## src/rtl/e15_pkg.sv

```systemverilog
// ----------------------------------------------------------------------------
// e15_pkg
// Shared definitions for the parametrised E15 multicycle core:
//   - 4-bit opcode encodings
//   - FSM state encodings (legacy-compatible localparam constants)
//   - opcode classification helpers used by decode/exec/store
// Optional feature macro: E15_CARRY_FLAG_EN (adds jc/jnc opcodes).
// ----------------------------------------------------------------------------
package e15_pkg;

    // Opcodes
    localparam logic [3:0] OP_JMP  = 4'b0000;
    localparam logic [3:0] OP_HALT = 4'b0001;
    localparam logic [3:0] OP_JZ   = 4'b0010;
    localparam logic [3:0] OP_JNZ  = 4'b0011;
    localparam logic [3:0] OP_JC   = 4'b0100;
    localparam logic [3:0] OP_JNC  = 4'b0101;
    localparam logic [3:0] OP_MOV  = 4'b1000;
    localparam logic [3:0] OP_MOVI = 4'b1001;
    localparam logic [3:0] OP_ADD  = 4'b1010;
    localparam logic [3:0] OP_ADDI = 4'b1011;
    localparam logic [3:0] OP_SUB  = 4'b1100;
    localparam logic [3:0] OP_SUBI = 4'b1101;
    localparam logic [3:0] OP_CMP  = 4'b1110;
    localparam logic [3:0] OP_CMPI = 4'b1111;

    // FSM states
    typedef logic [2:0] state_t;
    localparam state_t ST_IDLE   = 3'd0;
    localparam state_t ST_FETCH  = 3'd1;
    localparam state_t ST_DECODE = 3'd2;
    localparam state_t ST_EXEC   = 3'd3;
    localparam state_t ST_STORE  = 3'd4;
    localparam state_t ST_HALT   = 3'd5;

    // Immediate-operand forms of the register/ALU instructions.
    function automatic logic op_uses_imm(input logic [3:0] op);
        return (op == OP_MOVI) || (op == OP_ADDI) || (op == OP_SUBI) || (op == OP_CMPI);
    endfunction

    // Instructions whose ALU runs in subtract mode (cmp shares the subtractor).
    function automatic logic op_is_sub(input logic [3:0] op);
        return (op == OP_SUB) || (op == OP_SUBI) || (op == OP_CMP) || (op == OP_CMPI);
    endfunction

    // Instructions that update the flags at the end of EXEC.
    function automatic logic op_sets_flags(input logic [3:0] op);
        return (op == OP_ADD) || (op == OP_ADDI) || op_is_sub(op);
    endfunction

    // Instructions whose result is written back to reg[dst] in STORE.
    function automatic logic op_writes_reg(input logic [3:0] op);
        return (op == OP_MOV) || (op == OP_MOVI) || (op == OP_ADD) || (op == OP_ADDI)
            || (op == OP_SUB) || (op == OP_SUBI);
    endfunction

    function automatic logic op_is_mov(input logic [3:0] op);
        return (op == OP_MOV) || (op == OP_MOVI);
    endfunction

endpackage

```

## src/rtl/e15_alu.sv

```systemverilog
// ----------------------------------------------------------------------------
// e15_alu
// Add/subtract unit for the E15 core, shared by add/sub and cmp.
// Ports:
//   a, b    in  DATA_W  operands (a = reg[dst], b = register or immediate)
//   sub     in  1       0: a+b, 1: a-b
//   result  out DATA_W  result mod 2^DATA_W
//   zero    out 1       result == 0
//   carry   out 1       carry-out for add, borrow (a<b unsigned) for sub
// ----------------------------------------------------------------------------
module e15_alu #(
    parameter int DATA_W = 8
) (
    input  logic [DATA_W-1:0] a,
    input  logic [DATA_W-1:0] b,
    input  logic              sub,
    output logic [DATA_W-1:0] result,
    output logic              zero,
    output logic              carry
);

    // One extra bit: the MSB is carry-out on add and borrow on subtract.
    logic [DATA_W:0] wide;

    always_comb begin
        if (sub) begin
            wide = {1'b0, a} - {1'b0, b};
        end else begin
            wide = {1'b0, a} + {1'b0, b};
        end
    end

    assign result = wide[DATA_W-1:0];
    assign carry  = wide[DATA_W];
    assign zero   = (wide[DATA_W-1:0] == '0);

endmodule

```

## src/rtl/e15_param_core.sv

```systemverilog
// ----------------------------------------------------------------------------
// e15_param_core
// Parametrised four-phase (FETCH/DECODE/EXEC/STORE) multicycle processor
// with a register file, a runtime-loadable program memory, run/halt control
// and a debug register read port.
// Optional feature macro: E15_CARRY_FLAG_EN (carry flag C, c_flag_o, jc/jnc).
// Ports:
//   clk         in   1        clock, all state on posedge
//   rst         in   1        asynchronous active-high reset
//   run         in   1        start from IDLE, restart (pc=0) from HALT
//   prog_we     in   1        program write strobe (IDLE/HALT only)
//   prog_addr   in   PC_W     program write address
//   prog_wdata  in   INSTR_W  {opcode[3:0], src, dst, imm}
//   dbg_sel     in   REG_W    debug register select
//   dbg_data    out  DATA_W   register[dbg_sel], combinational
//   pc_o        out  PC_W     program counter
//   z_flag_o    out  1        zero flag
//   halted      out  1        high in HALT
//   busy        out  1        high in FETCH..STORE
//   c_flag_o    out  1        carry/borrow flag (E15_CARRY_FLAG_EN only)
// ----------------------------------------------------------------------------
module e15_param_core
    import e15_pkg::*;
#(
    parameter  int DATA_W     = 8,
    parameter  int NUM_REGS   = 4,
    parameter  int PROG_DEPTH = 16,
    localparam int REG_W      = $clog2(NUM_REGS),
    localparam int PC_W       = $clog2(PROG_DEPTH),
    localparam int INSTR_W    = 4 + 2 * REG_W + DATA_W
) (
    input  logic               clk,
    input  logic               rst,
    input  logic               run,
    input  logic               prog_we,
    input  logic [PC_W-1:0]    prog_addr,
    input  logic [INSTR_W-1:0] prog_wdata,
    input  logic [REG_W-1:0]   dbg_sel,
    output logic [DATA_W-1:0]  dbg_data,
    output logic [PC_W-1:0]    pc_o,
    output logic               z_flag_o,
    output logic               halted,
    output logic               busy
`ifdef E15_CARRY_FLAG_EN
    ,
    output logic               c_flag_o
`endif
);

    state_t              state_q, state_d;
    logic [PC_W-1:0]     pc_q, pc_d;
    logic [3:0]          op_q, op_d;
    logic [REG_W-1:0]    src_q, src_d;
    logic [REG_W-1:0]    dst_q, dst_d;
    logic [DATA_W-1:0]   imm_q, imm_d;
    logic [DATA_W-1:0]   opnd_q, opnd_d;
    logic [DATA_W-1:0]   res_q, res_d;
    logic                z_q, z_d;
`ifdef E15_CARRY_FLAG_EN
    logic                c_q, c_d;
`endif
    logic [DATA_W-1:0]   regs_q [NUM_REGS];
    logic [DATA_W-1:0]   regs_d [NUM_REGS];
    logic [INSTR_W-1:0]  mem_q  [PROG_DEPTH];
    logic                mem_we;

    logic [INSTR_W-1:0]  instr;
    logic [DATA_W-1:0]   alu_res;
    logic                alu_zero;
    logic                alu_carry;
    logic                take_jump;
    logic [PC_W-1:0]     pc_seq;
    logic [PC_W-1:0]     pc_jump;

    assign instr = mem_q[pc_q];

    e15_alu #(.DATA_W(DATA_W)) u_alu (
        .a      (regs_q[dst_q]),
        .b      (opnd_q),
        .sub    (op_is_sub(op_q)),
        .result (alu_res),
        .zero   (alu_zero),
        .carry  (alu_carry)
    );

`ifndef E15_CARRY_FLAG_EN
    // Carry is only consumed when the carry-flag feature is built in.
    logic unused_alu_carry;
    assign unused_alu_carry = alu_carry;
`endif

    // Relative jump target and sequential successor, both mod PROG_DEPTH.
    assign pc_seq  = pc_q + PC_W'(1);
    assign pc_jump = pc_q + imm_q[PC_W-1:0];

    // Jump conditions read the flags as left by the last flag-setting op.
    always_comb begin
        take_jump = 1'b0;
        case (op_q)
            OP_JMP:  take_jump = 1'b1;
            OP_JZ:   take_jump = z_q;
            OP_JNZ:  take_jump = ~z_q;
`ifdef E15_CARRY_FLAG_EN
            OP_JC:   take_jump = c_q;
            OP_JNC:  take_jump = ~c_q;
`endif
            default: take_jump = 1'b0;
        endcase
    end

    // NOTE: every signal gets a default at the top of the block so that no
    // path through the case leaves it unassigned (which would infer a latch).
    always_comb begin
        state_d = state_q;
        pc_d    = pc_q;
        op_d    = op_q;
        src_d   = src_q;
        dst_d   = dst_q;
        imm_d   = imm_q;
        opnd_d  = opnd_q;
        res_d   = res_q;
        z_d     = z_q;
`ifdef E15_CARRY_FLAG_EN
        c_d     = c_q;
`endif
        regs_d  = regs_q;
        mem_we  = 1'b0;

        case (state_q)
            ST_IDLE: begin
                mem_we = prog_we;
                if (run) state_d = ST_FETCH;
            end
            ST_FETCH: begin
                op_d    = instr[INSTR_W-1 -: 4];
                src_d   = instr[DATA_W+REG_W +: REG_W];
                dst_d   = instr[DATA_W +: REG_W];
                imm_d   = instr[DATA_W-1:0];
                state_d = ST_DECODE;
            end
            ST_DECODE: begin
                opnd_d  = op_uses_imm(op_q) ? imm_q : regs_q[src_q];
                state_d = ST_EXEC;
            end
            ST_EXEC: begin
                res_d = op_is_mov(op_q) ? opnd_q : alu_res;
                if (op_sets_flags(op_q)) begin
                    z_d = alu_zero;
`ifdef E15_CARRY_FLAG_EN
                    c_d = alu_carry;
`endif
                end
                state_d = ST_STORE;
            end
            ST_STORE: begin
                if (op_writes_reg(op_q)) regs_d[dst_q] = res_q;
                pc_d    = take_jump ? pc_jump : pc_seq;
                state_d = (op_q == OP_HALT) ? ST_HALT : ST_FETCH;
            end
            ST_HALT: begin
                mem_we = prog_we;
                if (run) begin
                    state_d = ST_FETCH;
                    pc_d    = '0;
                end
            end
            default: state_d = ST_IDLE;
        endcase
    end

    // NOTE: state flops use non-blocking assignments so every flop samples
    // the pre-edge value of every other flop, independent of block ordering.
    always_ff @(posedge clk or posedge rst) begin
        if (rst) begin
            state_q <= ST_IDLE;
            pc_q    <= '0;
            op_q    <= '0;
            src_q   <= '0;
            dst_q   <= '0;
            imm_q   <= '0;
            opnd_q  <= '0;
            res_q   <= '0;
            z_q     <= 1'b0;
`ifdef E15_CARRY_FLAG_EN
            c_q     <= 1'b0;
`endif
            for (int i = 0; i < NUM_REGS; i++) regs_q[i] <= '0;
        end else begin
            state_q <= state_d;
            pc_q    <= pc_d;
            op_q    <= op_d;
            src_q   <= src_d;
            dst_q   <= dst_d;
            imm_q   <= imm_d;
            opnd_q  <= opnd_d;
            res_q   <= res_d;
            z_q     <= z_d;
`ifdef E15_CARRY_FLAG_EN
            c_q     <= c_d;
`endif
            regs_q  <= regs_d;
        end
    end

    // NOTE: program memory has no reset; it keeps its contents across rst so
    // a loaded program survives, and it maps onto plain RAM without a clear.
    always_ff @(posedge clk) begin
        if (mem_we) mem_q[prog_addr] <= prog_wdata;
    end

    assign dbg_data = regs_q[dbg_sel];
    assign pc_o     = pc_q;
    assign z_flag_o = z_q;
    assign halted   = (state_q == ST_HALT);
    assign busy     = (state_q == ST_FETCH) || (state_q == ST_DECODE)
                   || (state_q == ST_EXEC)  || (state_q == ST_STORE);
`ifdef E15_CARRY_FLAG_EN
    assign c_flag_o = c_q;
`endif

endmodule

```

## config.mk

```make
export PLATFORM = sky130hd
export DESIGN_NAME = e15_param_core
export DESIGN_NICKNAME = d
export VERILOG_FILES = /design/src/rtl/e15_pkg.sv /design/src/rtl/e15_alu.sv /design/src/rtl/e15_param_core.sv
export SDC_FILE = /design/constraint.sdc
export NUM_CORES = 1
export LEC_CHECK = 0
export CAP_MARGIN = 20
export CORE_UTILIZATION = 35
export DETAILED_ROUTE_END_ITERATION = 6
export SYNTH_ARGS = -nofsm -noshare
export SYNTH_HDL_FRONTEND = slang
export SYNTH_SLANG_ARGS = --single-unit
export TNS_END_PERCENT = 5
```

## constraint.sdc

```tcl
create_clock -name clk -period 3.28 [get_ports clk]
set_input_delay 0.984 -clock clk [delete_from_list [all_inputs] [get_ports clk]]
set_output_delay 0.984 -clock clk [all_outputs]
set_load 0.02 [all_outputs]
```

==> run_results.csv <==
group,metric,value,unit
detailed_routing,drc_errors,0,
flow_run,cap_viol_max_count,0,
floorplanning,horizontal_extent_of_the_die,201.3,µm
global_route,grt_overflow,0,
timing,grt_setup_unrepaired,"false",
finish,utilization,0.4205,
clock_tree,clk_latency,530,ps
placement,place_worst_setup_slack,-437.4,ps
finish,n_antenna_cell,0,
setup_path,arrival,3550,ps
finish,sequential_cell_area,9494,µm²
setup_path,critical_path_buf_inv_count,2,
finish,multiInputGateArea,4247,µm²
timing,hold_viol,0,
finish,number_of_nets_in_the_layout,834,
floorplanning,floorplan.core_area,38920,µm²
synthesis,post_synth_mux_area_share,0.2244,
synthesis,mappedNetlistArea,13900,µm²
floorplanning,top_level_ports,41,
setup_path,worst_ep_required_time,3730,ps
timing,tightestPinTransition,911.3,ps
timing,time_the_final_worst_path_needs_with_i_o_delays_and_setup,3097,ps
clock_tree,tritoncts_clock_tree,"yes",
global_route,first_global_vias,7246,
hold_path,holdPathEnd,"imm_q[5]$_DFFE_PP0P_",
setup_path,critical_path_class,"reg2reg",
synthesis,ff_latch_count_synth,328,
synthesis,synthCells,704,
timing,skew_final,13.39,ps
finish,nFillCells,3432,
synthesis,warnings_synthesis,0,
clock_tree,cts.root.buffer_cell,"clkbuf_16",
setup_path,cp_top_family,"simple AND/OR/NAND/NOR gates",
global_route,overall_global_routing_usage,0.1519,
synthesis,post_synthesis_share_of_cell_area_spent_on_and_or_nand_and_nor_gates,0.03069,
timing,slew_viol_final,0,
clock_tree,cts_inserted_buffers,35,
setup_path,worst_r2r_path_depth,11,
synthesis,mappedNetlistNets,743,
detailed_routing,route.vias.total,6887,
detailed_routing,wl_per_cell,22.30,µm
setup_path,worstPathCellList,"mux4_2 > inv_1 > ha_1 > inv_1 > fa_2 > a21o_1 > a21oi_2 > xnor2_1 > or4_1 > or4_1 > o21ai_1",
placement,dp.final_hpwl,18.91,mm
global_route,grt_pass1_wl,45.84,mm
global_route,grt_antenna_before_repair,0,
floorplanning,floorplan.die_area,40520,µm²
setup_path,worst_setup_path_end_kind,"flip-flop",
power_and_ir_drop,vdd_ir_drop_max,0.3272,mV
detailed_routing,drt_first_pass_iters,4,
placement,place.gp.congestion,0.7961,
finish,drive_above_1_share,0.2826,
timing,setup-violations-final,0,
synthesis,seq_area_frac_synth,0.6826,
detailed_routing,post_route_ant_nets,0,
setup_path,critPathSlowestCell,"mux4_2",
power_and_ir_drop,power_per_cell_area,828.7,nW/µm²
detailed_routing,detail_route.vias_per_cell,5.143,
setup_path,crit-reg2reg-capture,"z_flag_o$_DFFE_PP0P_",
synthesis,synth_compound_gate_area_share,0.02214,
synthesis,synth-adder-area-share,0.01278,
floorplanning,floorplan.initialDensity,0.3572,
setup_path,cp_max_fo,4,
detailed_routing,routed_wirelength,29.87,mm
floorplanning,row_count,72,
synthesis,largest_family_of_logic_cells_by_synthesized_area,"multiplexers",
clock_tree,tritoncts_num_sinks,328,
synthesis,synth_cell_types,48,
setup_path,crit_path_start_kind,"flip-flop",
clock_tree,clk_pin_slew,60,ps
finish,syn2layout_area_growth,17.71,%
timing,clock.fmax,322.9,MHz
clock_tree,h-tree-depth,2,
finish,layout.cells.most_common,"edfxtp_1",
placement,numPortBuffers,40,
run_status,outcome,"finished clean",
finish,layout_common_cells,"256 x edfxtp_1, 85 x mux4_2, 70 x dfrtp_1, 41 x buf_4, 37 x clkbuf_16",
clock_tree,cts_max_path_buffers,3,
hold_path,min_delay_path_depth,1,
global_route,grt_start_max_net_pins,65,
timing,worst_case_setup_margin_in_the_final_layout,183.1,ps
setup_path,cpPeakStageDelay,500,ps
setup_path,regToRegStartpoint,"regs_q[0]$_DFFE_PP0P_",
timing,max_slew_margin,0.3898,
clock_tree,post_cts_buffers,0,
setup_path,timing.reg2reg.setup_slack,180,ps
hold_path,hold_path.class,"reg2reg",
detailed_routing,drt_iter0_markers,497,
power_and_ir_drop,p_leak,5.800,nW
timing,final_min_period_over_clock_period,0.9442,
synthesis,postSynthAreaPerCell,19.75,µm²
synthesis,synth-xor-area-share,0.01134,
hold_path,min_delay_startpoint,"imm_q[5]$_DFFE_PP0P_",
floorplanning,die_height,201.3,µm
## sequential cells by signal (all words and copies together) (netlist names)
register  flops
mem_q       256
regs_q       32
imm_q         8
opnd_q        8
res_q         8
op_q          4
pc_o          4
state_q       3
dst_q         2
src_q         2
z_flag_o      1
## worst reg2reg max path, stage by stage, from the launching register on
cell and delay (ps):
dfrtp_1 400, mux4_2 500, inv_1 70, ha_1 160, inv_1 70, fa_2 410, a21o_1 180, a21oi_2 140
xnor2_1 90, or4_1 490, or4_1 400, o21ai_1 130
## layout make-up
| cell class | count | area share |
|---|---|---|
| multi-input combinational | 334 | 0.2595 |
| tap | 518 | 0.03961 |
| inverter | 10 | 0.002294 |
| sequential | 328 | 0.5802 |
| timing repair buffer | 86 | 0.04779 |
| clock inverter | 19 | 0.01124 |
| clock buffer | 44 | 0.05941 |
## logic make-up (layout without fill, tap and decap cells)
kind of cell / after synthesis / after routing
xor+xnor: 18 / 18
mux: 165 / 165
buf+inv: 42 / 159
simple gates: 87 / 87
fa+ha+maj: 13 / 13
flops: 328 / 328
compound gates: 51 / 51
## report_power, final
group | switching, mW | internal [mW] | leakage [nW]
sequential | 0.516 | 4.90 | 3.22
clock | 1.61 | 2.35 | 0.567
combinational | 2.05 | 2.14 | 2.01
total | 4.17 | 9.39 | 5.80
## synth_stat cells, drive strengths merged
cell type | count | share of area
a211oi | 1 | 0.00054
a21o | 6 | 0.0032
a21oi | 15 | 0.0057
a22o | 4 | 0.0025
a31oi | 1 | 0.00045
a32oi | 1 | 0.00063
and2 | 1 | 0.00045
and3b | 1 | 0.00063
buf | 12 | 0.0080
clkbuf | 20 | 0.0054
dfrtp | 72 | 0.13
edfxtp | 256 | 0.55
fa | 2 | 0.0029
ha | 11 | 0.0099
inv | 10 | 0.0027
mux2 | 46 | 0.040
mux2i | 15 | 0.011
mux4 | 104 | 0.17
nand2 | 19 | 0.0051
nand2b | 4 | 0.0018
nand3 | 4 | 0.0014
nand3b | 5 | 0.0027
nor2 | 35 | 0.0095
nor2b | 4 | 0.0018
nor3 | 6 | 0.0033
nor3b | 1 | 0.00054
o21ai | 19 | 0.0068
o21bai | 1 | 0.00054
o31ai | 2 | 0.0011
o41ai | 1 | 0.00063
or2 | 2 | 0.00090
or3 | 2 | 0.00090
or4 | 3 | 0.0016
xnor2 | 11 | 0.0069
xor2 | 7 | 0.0044
## through the flow
step | hold slack (ps) | power (mW) | area (µm²) | setup TNS, ps | instances
4_1_cts | 515.6 | 13.74 | 16360 | 0 | 1339
5_1_grt | 538.4 | 14.23 | 16360 | 0 | 1339
3_3_place_gp | 500.0 | 9.726 | 15240 | -3235 | 1276
3_5_place_dp | 502.2 | 9.750 | 15240 | -3256 | 1276
6_report | 507.9 | 13.56 | 16360 | 0 | 1339
2_1_floorplan | 480.0 | 8.503 | 13910 | 0 | 704
## metal layers
metal | share of wire | up-vias | GRT usage
li1 | - | 3052 | -
met1 | 0.44 | 3638 | 0.2119
met2 | 0.49 | 142 | 0.2474
met3 | 0.052 | 55 | 0.02494
met4 | 0.022 | 0 | 0.04085
met5 | 0 | - | 0
## worst max-delay path by stage
| stage | start | end | slack [ps] | depth (start not counted) |
|---|---|---|---|---|
| final | regs_q[0]$_DFFE_PP0P_ | z_flag_o$_DFFE_PP0P_ | 180 | 11 |
| after global routing | dst_q[0]$_DFFE_PP0P_ | z_flag_o$_DFFE_PP0P_ | 60 | 11 |
| after CTS | regs_q[0]$_DFFE_PP0P_ | z_flag_o$_DFFE_PP0P_ | 90 | 11 |
| after detailed placement | dbg_sel[0] | dbg_data[0] | -440 | 4 |
| after global placement | dbg_sel[0] | dbg_data[6] | -450 | 4 |
| after floorplan | dst_q[0]$_DFFE_PP0P_ | z_flag_o$_DFFE_PP0P_ | 20 | 12 |
## what timing repair did
| item | CTS | global route |
|---|---|---|
| hold buffers | 0 | 0 |
| resized for setup | 35 | 1 |
| endpoints found under the setup margin | 8 | 1 |
| pin swaps | 0 | 0 |
Note: power is estimated with default switching activity, not from simulation.
